## src/rtl/button_conditioner.sv

```systemverilog
// rtl/button_conditioner.sv - N-channel push-button synchroniser, debouncer, press/release pulser and auto-repeat
// Optional build macro: BUTTON_ACTIVE_LOW_EN (pins pull low when pressed)
module button_conditioner #(
    parameter int N_BUTTONS       = 4,
    parameter int DEBOUNCE_CYCLES = 250000,
    parameter int REPEAT_DELAY    = 4000000,
    parameter int REPEAT_PERIOD   = 1250000,
    parameter int CNT_W           = 24
) (
    input  logic                 clk,
    input  logic                 reset,
    input  logic [N_BUTTONS-1:0] butt_raw,
    input  logic [N_BUTTONS-1:0] repeat_mask,
    output logic [N_BUTTONS-1:0] pressed,
    output logic [N_BUTTONS-1:0] press_pulse,
    output logic [N_BUTTONS-1:0] release_pulse,
    output logic                 any_press
);

    typedef enum logic [1:0] {
        ST_IDLE   = 2'd0,
        ST_DELAY  = 2'd1,
        ST_REPEAT = 2'd2
    } rep_state_t;

    // Terminal counts: a level is accepted once the mismatch has been seen on
    // DEBOUNCE_CYCLES+1 consecutive edges, which puts the pressed edge exactly
    // 2 + DEBOUNCE_CYCLES edges after the pin level is first sampled. The
    // repeat counters likewise fire one edge after reaching their terminal.
    localparam logic [CNT_W-1:0] DB_TERM     = CNT_W'(DEBOUNCE_CYCLES);
    localparam logic [CNT_W-1:0] DELAY_TERM  = CNT_W'(REPEAT_DELAY);
    localparam logic [CNT_W-1:0] PERIOD_TERM = CNT_W'(REPEAT_PERIOD);
    localparam logic [CNT_W-1:0] CNT_MAX     = '1;
    localparam logic [CNT_W-1:0] CNT_ONE     = CNT_W'(1);

`ifdef BUTTON_ACTIVE_LOW_EN
    // Sync flops carry the raw pin level; idle-high pins must read as released after reset.
    localparam logic SYNC_RST = 1'b1;
`else
    localparam logic SYNC_RST = 1'b0;
`endif

    genvar gi;
    generate
        for (gi = 0; gi < N_BUTTONS; gi++) begin : g_ch
            logic             sync1;
            logic             sync2;
            logic             level;
            logic             flip;
            logic             pressed_q;
            logic             press_q;
            logic             release_q;
            logic [CNT_W-1:0] db;
            logic [CNT_W-1:0] rc;
            rep_state_t       state;

            // Two-flop synchroniser for the asynchronous pin.
            always_ff @(posedge clk) begin
                if (reset) begin
                    sync1 <= SYNC_RST;
                    sync2 <= SYNC_RST;
                end else begin
                    sync1 <= butt_raw[gi];
                    sync2 <= sync1;
                end
            end

            // Polarity-corrected level and the debounce acceptance strobe.
            always_comb begin
`ifdef BUTTON_ACTIVE_LOW_EN
                level = ~sync2;
`else
                level = sync2;
`endif
                flip = (level != pressed_q) && (db == DB_TERM);
            end

            // Debounce, edge pulses and repeat FSM share one block so a release always beats a coincident repeat.
            always_ff @(posedge clk) begin
                if (reset) begin
                    db        <= '0;
                    rc        <= '0;
                    pressed_q <= 1'b0;
                    press_q   <= 1'b0;
                    release_q <= 1'b0;
                    state     <= ST_IDLE;
                end else begin
                    press_q   <= 1'b0;
                    release_q <= 1'b0;

                    if (level == pressed_q || flip) begin
                        db <= '0;
                    end else if (db != CNT_MAX) begin
                        db <= db + CNT_ONE;
                    end

                    if (flip) begin
                        pressed_q <= ~pressed_q;
                        rc        <= '0;
                        if (!pressed_q) begin
                            press_q <= 1'b1;
                            state   <= ST_DELAY;
                        end else begin
                            release_q <= 1'b1;
                            state     <= ST_IDLE;
                        end
                    end else begin
                        case (state)
                            ST_DELAY: begin
                                if (!repeat_mask[gi]) begin
                                    rc <= '0;
                                end else if (rc == DELAY_TERM) begin
                                    press_q <= 1'b1;
                                    state   <= ST_REPEAT;
                                    rc      <= '0;
                                end else if (rc != CNT_MAX) begin
                                    rc <= rc + CNT_ONE;
                                end
                            end
                            ST_REPEAT: begin
                                if (!repeat_mask[gi]) begin
                                    rc <= '0;
                                end else if (rc == PERIOD_TERM) begin
                                    press_q <= 1'b1;
                                    rc      <= '0;
                                end else if (rc != CNT_MAX) begin
                                    rc <= rc + CNT_ONE;
                                end
                            end
                            default: begin
                                state <= ST_IDLE;
                                rc    <= '0;
                            end
                        endcase
                    end
                end
            end

            assign pressed[gi]       = pressed_q;
            assign press_pulse[gi]   = press_q;
            assign release_pulse[gi] = release_q;
        end
    endgenerate

    assign any_press = |press_pulse;

endmodule

```

## config.mk

```make
export PLATFORM = sky130hd
export DESIGN_NAME = button_conditioner
export DESIGN_NICKNAME = d
export VERILOG_FILES = /design/src/rtl/button_conditioner.sv
export SDC_FILE = /design/constraint.sdc
export NUM_CORES = 1
export LEC_CHECK = 0
export ABC_AREA = 1
export ABC_CLOCK_PERIOD_IN_PS = 2150
export BUFFER_PORTS_ARGS = -buffer_cell sky130_fd_sc_hd__buf_2
export CAP_MARGIN = 0
export CORE_MARGIN = 1.5
export CORE_UTILIZATION = 55
export DETAILED_ROUTE_END_ITERATION = 8
export GPL_TIMING_DRIVEN = 1
export PLACE_DENSITY_LB_ADDON = 0.15
export SKIP_LAST_GASP = 1
export SYNTH_ARGS = -nofsm -noshare
export SYNTH_HDL_FRONTEND = slang
export SYNTH_SLANG_ARGS = --single-unit
```

## constraint.sdc

```tcl
create_clock -name clk -period 2.15 [get_ports clk]
set_input_delay 0.43 -clock clk [delete_from_list [all_inputs] [get_ports clk]]
set_output_delay 0.43 -clock clk [all_outputs]
set_load 0.01 [all_outputs]
```

[After elaboration in Yosys (flattened, before gate mapping)]
Index checks and enable logic that the tools add are counted.
Storage, ports and cells
  register bits after elaboration: 220
  input port bits: 10
  word-level logic and storage cells: 197
Operators by class
  $add $sub $neg: 8
  equality and inequality tests: 48
  multiplexer cells: 76
  bitwise gates (word level): 8
  reductions and logical operators: 25
Operators by type and width (count)
  two-way mux 24 bit: 20
  adder 24 x 1 -> 24 bit, second input constant: 8
  inequality test 24 bit, second input constant: 8
  one-hot mux 24 bit (2 select lines): 4
  == test 24 x 18 -> 1 bit, second input constant: 4
  == test 24 x 21 -> 1 bit, second input constant: 4
  == test 24 x 22 -> 1 bit, second input constant: 4
  two-way mux 1 bit: 32
  two-way mux 2 bit: 12
  inequality test 3 bit, second input constant: 8
  OR reduction 2 bit: 12
  one-hot mux 2 bit (2 select lines): 4
  AND reduction 3 bit: 4
  == test 2 x 1 -> 1 bit, second input constant: 4
  == test 2 bit, second input constant: 4
  inequality test 2 bit, second input constant: 4
  NOT 1 bit: 8
  one-hot mux 1 bit (2 select lines): 4
  == test 1 bit: 4
  logical AND 1 bit: 4
  logical OR 1 bit: 4
  inequality test 1 bit: 4
  OR reduction 4 bit: 1

[Longest topological paths before layout]
Gate-level depths: netlist (run 1).
  word-level depth: 5
  gate-level depth with buffers: 12
  depth with buffers taken out: 12

[Least setup slack after synthesis (run 1)]
No wires, ideal clock.
  path type: register -> register
  start point: reg g_ch[0].db[0]
  end point: reg g_ch[0].db[1]
  arrival: 1.566 ns
  path slack: 0.465 ns
  stages on the path, launching flop included: 10
  cells stage by stage: dfxtp_1 -> ha_1 -> nand2_1 -> nor2_1 -> nand2_2 -> nor2_4 -> nand2_4 -> buf_6 -> nand2_1 -> a21oi_1
On the way
  word-level cells in the longest chain between the ends: 4
  elaborated cells on any way between the ends: 6
  classes of those cells: add/sub (1); eq/ne (2); reduce/logical (3)
RTL lines
  from (decl): line 53  | logic [CNT_W-1:0] db;
  from (signal assigned): line 94  | db <= db + CNT_ONE;
  branches (longest 4 deep; another with adder 24 x 1 -> 24 bit)
Several ways; the timed one is not identified.
A chain may end at the register's enable or synchronous reset.

[Final worst setup path (run 1)]
  start point: reg g_ch[3].db[0]
  end point: reg g_ch[3].db[15]
On the way
  word-level cells in the longest chain between the ends: 4
  elaborated cells on any way between the ends: 6
  classes of those cells: add/sub (1); eq/ne (2); reduce/logical (3)
RTL lines (line)
  from (decl): 53
  from (signal assigned): 94
  branches (longest 4 deep; another with adder 24 x 1 -> 24 bit)
Several ways; the timed one is not identified.

==> results of run 1 <==
-- cell type report --
class,count,area share [%]
Multi-Input combinational cell,1565,50.3
Sequential cell,220,30.0
Inverter,361,9.24
Clock buffer,33,4.80
Tap cell,319,2.72
Timing Repair Buffer,48,2.19
Clock inverter,12,0.834
-- where the power goes --
group / internal (uW) / leakage (uW) / switching (uW)
logic: 24.2 / 0.00394 / 57.4
clock network: 2550 / 0.000409 / 1740
registers: 4090 / 0.00177 / 6.02
-- state kept, by name, indices dropped and copies added, names as in the netlist --
name and flops:
g_ch.release_q 4, g_ch.rc 96, g_ch.state 8, g_ch.sync1 4, g_ch.db 96, g_ch.press_q 4
g_ch.pressed_q 4, g_ch.level 4
-- cell usage after synthesis (2+ instances only) --
cell type  instances
nand4_1           63
nand2_4            3
xor2_1            55
nor2_4             3
a21oi_1           40
buf_4             18
ha_1              24
o31ai_1            3
nor3b_1            3
o211ai_1           2
nand2_1          556
nor3_4             3
buf_1              3
a31oi_1           35
nor2_2             5
inv_1            351
or2_2             14
o21ai_0           52
xnor2_1            8
buf_6              6
nand3_1          181
nor4_1             3
nor3_1            58
nand3b_1          13
clkinv_2           2
nand2_2            4
dfxtp_1          220
clkbuf_1           2
buf_2              7
clkinv_1           2
nor3_2             4
or3_1              2
inv_2              6
nor2_1           422
-- how the worst max path moves through the flow --
stage	startpoint	to	slack, ns	cells past startpoint
after global placement	g_ch[0].rc[0]	g_ch[0].rc[12]	0.27	9
after CTS	g_ch[0].rc[0]	g_ch[0].rc[12]	0.11	9
after floorplan	g_ch[0].db[0]	g_ch[0].db[1]	0.46	9
final	g_ch[3].db[0]	g_ch[3].db[15]	0.21	9
after detailed placement	g_ch[0].rc[0]	g_ch[0].rc[12]	0.13	9
after global routing	g_ch[3].rc[0]	g_ch[3].rc[6]	0.009	9
-- logic make-up after synthesis --
| group | count (synthesis) | share of synthesized area (%) |
|---|---|---|
| and+or+nand+nor | 1342 | 43.1 |
| buffers and inverters | 397 | 12.1 |
| DFF | 220 | 32.9 |
| AOI/OAI and AO/OA | 136 | 5.59 |
| adders and majority gates | 24 | 2.24 |
| xor gates and xnor gates | 63 | 4.12 |
-- worst register-to-register path, delay by kind of cell, from the launching register on --
| family | cells | cell delay (ns) |
|---|---|---|
| adders and majority gates | 1 | 0.25 |
| AOI/OAI and AO/OA | 1 | 0.13 |
| and+or+nand+nor | 4 | 0.68 |
| buffers and inverters | 3 | 0.42 |
| DFF | 1 | 0.40 |
-- stage by stage --
step / hold slack (ns) / setup WS, ns / total power [uW] / utilization, %
global route: 0.0963 / 0.00856 / 8750 / 62.1
floorplan: 0.388 / 0.465 / 4230 / -
global placement: 0.391 / 0.270 / 4260 / 58.5
finish: 0.0993 / 0.210 / 8460 / 62.1
CTS: 0.0802 / 0.108 / 8580 / 62.0
detailed placement: 0.396 / 0.128 / 4260 / 58.5
-- layer usage --
layer	global-route usage, %	routed length, um
met2	45.2	15400
met4	7.80	892
met3	3.23	1720
met5	0	0
met1	35.0	15700
==> flow_summary.yaml, run 1 <==
worst_setup_path:
  crit_fanout: 18
  crit_path_cell_trace: "ha_1 -> inv_1 -> nor3_4 -> nand2_4 -> nor2_4 -> nand3_4 -> clkinv_2 -> o21ai_0 -> inv_1"
  critPathTopFamily: "simple AND/OR/NAND/NOR gates"
  path_class: "reg2reg"
  critPathArrivalTime_ns: 2.40
  cp-end-kind: "flip-flop"
  r2r_start: "g_ch[3].db[0]"
  rr_endpoint: "g_ch[3].db[15]"
  cp_num_buf_inv: 3
  rr_worst_depth: 9
  max_stage_delay_ns: 0.40
  cpMaxStageDelayCell: "dfxtp_1"
  cp_common_cell: "inv_1"
  crit_path_start_kind: "flip-flop"
  cp.required_ns: 2.61
  regToRegSetupSlack_ns: 0.21
cts:
  htreeDepth: 1
  cts-buffers-inserted: 25
  post_cts_resized: 0
  cts_num_sinks: 220
  clockBufferDepth: 3
  path_clk_slew_ns: 0.06
  post_cts_buffers: 0
  insertion_delay_ns: 0.53
  clockRootBuffer: "clkbuf_16"
  cts_hold_buf: 0
  cts_tree: "built"
min_path:
  whs_endpoint: "g_ch[0].sync1"
  hold_path.startpoint: "butt_raw[0]"
  hold_depth: 3
  hp-class: "in2reg"
timing:
  finalCritPeriodShare_pct: 90.2
  slew_headroom_pct: 68.0
  fin_skew_ns: 0.0205
  slew_violations: 0
  setup_tns_ns: 0
  fmax_ghz: 0.516
  setup_viol: 0
  worst_pin_slew_ns: 0.476
  finalCriticalPeriod_ns: 1.94
  finalHoldViolCount: 0
  rsz0062_at_grt: "no"
pwr:
  powerDensity_mw_per_mm2: 576
  p_leak_uw: 0.00613
  ir_drop_v: 0.000615
global_route:
  grt_first_pass_wirelength_mm: 57.1
  gr-total-overflow: 0
  track_usage_pct: 26.5
  grt_max_degree: 28
  antenna_found_initial: 0
  grt_pass1_vias: 12400
placed_design:
  gp_congestion: 0.957
  post-dp-hpwl_mm: 25.9
  io_buffers: 22
  placed_area_mm2: 0.0138
  dp.cells: 2513
floorplanning:
  std_cell_rows: 56
  die_x_um: 159
  ios: 23
  die_y_um: 159
  core_mm2: 0.0237
  start_util_pct: 56.5
  dieArea_mm2: 0.0253
finish:
  layoutNonFillerInstCount: 2558
  most-common-layout-cells: "nand2_1 (556), nor2_1 (422), inv_1 (350)"
  regArea_mm2: 0.00440
  final_common_cell: "nand2_1"
  nets: 2255
  postLayoutCellArea_mm2: 0.0147
  area_growth_syn_to_layout_pct: 9.79
  multi_input_area_mm2: 0.00738
  antenna_cells: 0
  fill_cells: 2389
  drive_gt1_share_pct: 6.21
route:
  antenna_left: 0
  drtIter0Drc: 922
  wirelength_mm: 33.8
  drtPass1Iterations: 6
  drc: 0
  vias: 13400
  wl_per_cell_um: 13.2
  vias_per_cell: 5.24
synthesis:
  seq_area_frac_synth_pct: 32.9
  synth_top_area_share_pct: 32.9
  yosysWarnings: 0
  synth_area_leaders: "dfxtp_1 (33%), nand2_1 (16%), nor2_1 (12%)"
  async_flop_share_pct: 0
  ys_ff_latch: 220
  synth_top_area_cell: "dfxtp_1"
  synthCells: 2182
  synth_cell_types: 43
  netlist_area_mm2: 0.0134
  syn_avg_cell_area_um2: 6.13
  synth_edf_count: 0
  syn_nets: 2216
  synth_ff_type: "dfxtp_1"
outcome:
  status: "finished clean"
run:
  drv_cap: 0
No activity file was read; power rests on OpenSTA's default activity.
==> run 2: changes to the inputs <==
Settings changed: ABC_CLOCK_PERIOD_IN_PS 2150 to 2100, CORE_ASPECT_RATIO set to 1.1, SETUP_SLACK_MARGIN set to 0.05.
Clock period 2.15 ns to 2.1 ns, I/O delays scaled along.
==> flow_summary.yaml, run 2 (synthesis gave the netlist of run 1 again) <==
min_path:
  hp-class: "in2reg"
pwr:
  clockPowerShare_pct: 51.5
  ir_drop_v: 0.000580
  p_int_uw: 7020
  switchingPower_uw: 1790
  seqPwrFrac_pct: 47.5
  comb_power_share_pct: 1.0
  sw_frac_of_total_pct: 20.3
  p_leak_uw: 0.00616
  powerDensity_mw_per_mm2: 594
finish:
  area_growth_syn_to_layout_pct: 10.9
  most-common-layout-cells: "nand2_1 (555), nor2_1 (416), inv_1 (349)"
  drive_gt1_share_pct: 6.95
  nets: 2261
  final_common_cell: "nand2_1"
  largestRegisters: "g_ch.db: 96 flops, g_ch.rc: 96 flops, g_ch.state: 8 flops"
  final_util_pct: 62.4
  antenna_cells: 0
floorplanning:
  dieArea_mm2: 0.0253
  std_cell_rows: 59
  start_util_pct: 56.3
  die_x_um: 152
  core_mm2: 0.0238
  ios: 23
  die_y_um: 167
worst_setup_path:
  cp-end-kind: "flip-flop"
  cpMaxStageDelayCell: "dfxtp_1"
  critPathArrivalTime_ns: 2.36
  crit_fanout: 9
  crit_path_start_kind: "flip-flop"
  path_class: "reg2reg"
  max_stage_delay_ns: 0.40
  crit_path_cell_trace: "ha_1 -> nand3_1 -> nor2_1 -> nand3_1 -> nor2_4 -> buf_4 -> buf_12 -> xor2_1 -> nor2_1"
  cp.required_ns: 2.51
route:
  drtIter0Drc: 811
  drtPass1Iterations: 7
  antenna_left: 0
  drc: 0
  wl_per_cell_um: 13.0
  wirelength_mm: 33.1
  vias: 13300
  vias_per_cell: 5.20
placed_design:
  post-dp-hpwl_mm: 25.3
  pre_cts_slack_ns: 0.166
  io_buffers: 22
  gp_congestion: 0.961
timing:
  rsz0062_at_grt: "yes"
  fmax_ghz: 0.511
  slew_violations: 0
  slew_headroom_pct: 67.8
  finalCriticalPeriod_ns: 1.96
  layout_setup_ws_ns: 0.144
  finalHoldViolCount: 0
  worst_pin_slew_ns: 0.479
  fin_skew_ns: 0.0117
  finalCritPeriodShare_pct: 93.1
  setup_viol: 0
cts:
  clockBufferDepth: 3
  clockRootBuffer: "clkbuf_16"
  cts-buffers-inserted: 25
  htreeDepth: 1
  path_clk_slew_ns: 0.06
  cts_hold_buf: 0
  cts_tree: "built"
  insertion_delay_ns: 0.52
  cts_num_sinks: 220
global_route:
  antenna_found_initial: 0
  track_usage_pct: 26.6
  gr-total-overflow: 0
  grt_max_degree: 28
  grt_first_pass_wirelength_mm: 56.4
  grt_pass1_vias: 12400
outcome:
  status: "finished clean"
run:
  drv_cap: 0
-- run 2: changes by cell type in the layout (fill, tap and decap cells not counted), sizes merged --
| cell | delta |
|---|---|
| clkinvlp | +5 |
| bufinv | +2 |
| inv | -2 |
| buf | +4 |
| clkbuf | -2 |
| clkinv | -2 |
-- run 2: per-layer routing --
metal	routed length, um	GRT usage (%)	up-vias
li1	-	-	6916
met1	15200	34.6	5927
met2	15500	44.7	338
met3	1590	3.86	71
met4	901	9.11	0
met5	0	0	-
-- run 2: power by group through the flow --
stage	sequential, uW	clock, uW	combinational [uW]
global route	4190	4840	94.5
global placement	4280	0	80.4
finish	4190	4540	83.9
detailed placement	4280	0	80.9
CTS	4190	4650	81.6
floorplan	4280	0	52.1
-- run 2: through the flow --
stage / cell area [um^2] / instances / hold WS (ns) / power [uW] / setup TNS (ns)
floorplan: 13400 / 2182 / 0.388 / 4330 / 0
detailed placement: 13900 / 2499 / 0.404 / 4360 / 0
finish: 14800 / 2549 / 0.124 / 8810 / 0
global placement: 13900 / 2499 / 0.392 / 4360 / 0
global route: 14800 / 2549 / 0.124 / 9120 / -0.00308
CTS: 14700 / 2543 / 0.104 / 8920 / 0
-- run 2: final cells by class --
cell class                      instances  area (um^2)
Inverter                              361         1370
Sequential cell                       220         4400
Clock buffer                           31          688
Clock inverter                         13          180
Tap cell                              305          382
Timing Repair inverter                  2         10.0
Multi-Input combinational cell       1565         7420
Timing Repair Buffer                   52          385
Fill cell                            2312         8930
-- run 2: worst paths after layout --
check                                    from       endpoint  slack [ns]  cells after the start
worst max-delay path            g_ch[1].rc[0]  g_ch[1].rc[0]        0.14                      9
worst min-delay path              butt_raw[2]  g_ch[2].sync1        0.12                      3
worst min register to register  g_ch[2].sync1  g_ch[2].level        0.40                      2
worst max register to register  g_ch[1].rc[0]  g_ch[1].rc[0]        0.14                      9
-- run 2: repair_timing --
action | 4_1_cts | 5_1_grt
setup endpoints to repair | 0 | 87
hold endpoints to repair | 0 | 0
setup buffers | 0 | 4
resized for setup | 0 | 18
-- run 2: worst max-delay path, delay by kind of cell, from the launching register on --
kind                       cells  cell delay, ns
adders and majority gates      1            0.25
xor gates and xnor gates       1            0.14
and+or+nand+nor                5            0.77
DFF                            1            0.40
buffers and inverters          2            0.29
==> run 3: changes to the inputs <==
Settings changed: CORE_UTILIZATION 55 to 25, CTS_CLUSTER_SIZE set to 16.
==> flow_summary.yaml, run 3 (synthesis gave the netlist of run 1 again) <==
outcome:
  status: "finished clean"
floorplanning:
  core_mm2: 0.0526
  dieArea_mm2: 0.0549
  start_util_pct: 25.4
  die_y_um: 246
  die_x_um: 224
  std_cell_rows: 88
  ios: 23
worst_setup_path:
  critPathArrivalTime_ns: 1.60
  regToRegSetupSlack_ns: 0.24
  r2r_start: "g_ch[1].rc[0]"
  path_class: "reg2out"
  rr_worst_depth: 8
  cp.required_ns: 1.68
  crit_path_start_kind: "flip-flop"
  endpoint: "any_press"
  startpoint: "g_ch[1].press_q"
  crit_fanout: 2
  rr_endpoint: "g_ch[1].rc[14]"
  cp-end-kind: "output port"
finish:
  drive_gt1_share_pct: 7.53
  final_common_cell: "nand2_1"
  regArea_mm2: 0.00441
  fill_cells: 5903
  multi_input_area_mm2: 0.00740
  final_util_pct: 29.4
  antenna_cells: 0
  nets: 2276
  area_growth_syn_to_layout_pct: 15.4
  largestRegisters: "g_ch.db: 96 flops, g_ch.rc: 96 flops, g_ch.state: 8 flops"
  most-common-layout-cells: "nand2_1 (555), nor2_1 (418), inv_1 (351)"
timing:
  finalCritPeriodShare_pct: 96.1
  slew_violations: 0
  fmax_ghz: 0.495
  rsz0062_at_grt: "yes"
  finalHoldViolCount: 0
  setup_tns_ns: 0
  finalCriticalPeriod_ns: 2.02
  worst_pin_slew_ns: 0.587
  setup_viol: 0
  slew_headroom_pct: 60.5
  fin_skew_ns: 0.0104
run:
  drv_cap: 0
global_route:
  grt_first_pass_wirelength_mm: 64.2
  gr-total-overflow: 0
  grt_max_degree: 28
  antenna_found_initial: 0
  track_usage_pct: 14.0
  grt_pass1_vias: 12700
route:
  wl_per_cell_um: 13.0
  drc: 0
  wirelength_mm: 38.2
  antenna_left: 0
  drtPass1Iterations: 5
  vias: 13000
  vias_per_cell: 4.43
  drtIter0Drc: 719
placed_design:
  io_buffers: 22
  post-dp-hpwl_mm: 29.6
  gp_congestion: 0.935
pwr:
  p_leak_uw: 0.00627
  ir_drop_v: 0.000583
  powerDensity_mw_per_mm2: 587
cts:
  cts_tree: "built"
  path_clk_slew_ns: 0.06
  insertion_delay_ns: 0.55
  cts_hold_buf: 0
  clockBufferDepth: 3
  cts-buffers-inserted: 28
  clockRootBuffer: "clkbuf_16"
  cts_num_sinks: 220
  htreeDepth: 1
min_path:
  hp-class: "in2reg"
==> run 3: cell types whose count changed in the layout (fill, tap and decap cells not counted), sizes merged <==
cell,delta
inv,+1
bufinv,-3
clkbuf,+10
clkinv,-2
buf,+14
clkinvlp,-6
==> run 3: report_power, final <==
part           switching (uW)  total, uW  internal [uW]
clock network            1860       4790           2920
registers                6.31       4190           4180
logic                    62.8       91.0           28.2
==> run 3: layout make-up <==
type                    count  share of cell area, %
clock buffers              41                   5.57
inverters                 361                   8.83
repair buffers             66                   3.30
clock inverters             5                  0.364
flip-flops and latches    220                   28.6
multi-input cells        1565                   47.9
well taps                 675                   5.47
==> run 3: per-layer routing <==
metal	up-vias	part of all wire, %	global-route usage [%]
li1	6943	-	-
met1	5819	48	18.0
met2	194	47	24.8
met3	45	3.4	1.67
met4	0	1.9	3.62
met5	-	0	0
==> run 3: critical path, cell delays in order, from the launching register on <==
cell	delay (ns)
dfxtp_4	0.34
or4_4	0.56
buf_6	0.14
==> run 3: worst min-delay path by stage <==
stage / end / cells after the start / start / slack [ns]
final: g_ch[2].sync1 / 3 / butt_raw[2] / 0.11
after global routing: g_ch[1].sync1 / 3 / butt_raw[1] / 0.1
after global placement: g_ch[3].level / 2 / g_ch[3].sync1 / 0.39
after detailed placement: g_ch[3].level / 2 / g_ch[3].sync1 / 0.40
after CTS: g_ch[1].sync1 / 3 / butt_raw[1] / 0.09
after floorplan: g_ch[0].level / 2 / g_ch[0].sync1 / 0.39
==> run 3: metrics by stage <==
stage / total power, uW / setup WS [ns] / cell area [um^2] / cells / hold slack, ns
2_1_floorplan: 4330 / 0.415 / 13400 / 2182 / 0.388
3_3_place_gp: 4380 / 0.124 / 14400 / 2881 / 0.392
3_5_place_dp: 4370 / 0.137 / 14400 / 2881 / 0.396
4_1_cts: 9310 / 0.0350 / 15300 / 2928 / 0.0888
5_1_grt: 9460 / 0.0318 / 15500 / 2933 / 0.0978
6_report: 9070 / 0.0809 / 15500 / 2933 / 0.108
==> run 3: what timing repair did <==
| action | CTS | global route |
|---|---|---|
| setup buffers | 1 | 5 |
| gates resized for setup | 5 | 14 |
| pin swaps | 1 | 3 |
| endpoints found under the setup margin | 1 | 66 |
| gates cloned | 0 | 0 |
| endpoints found under the hold margin | 0 | 0 |
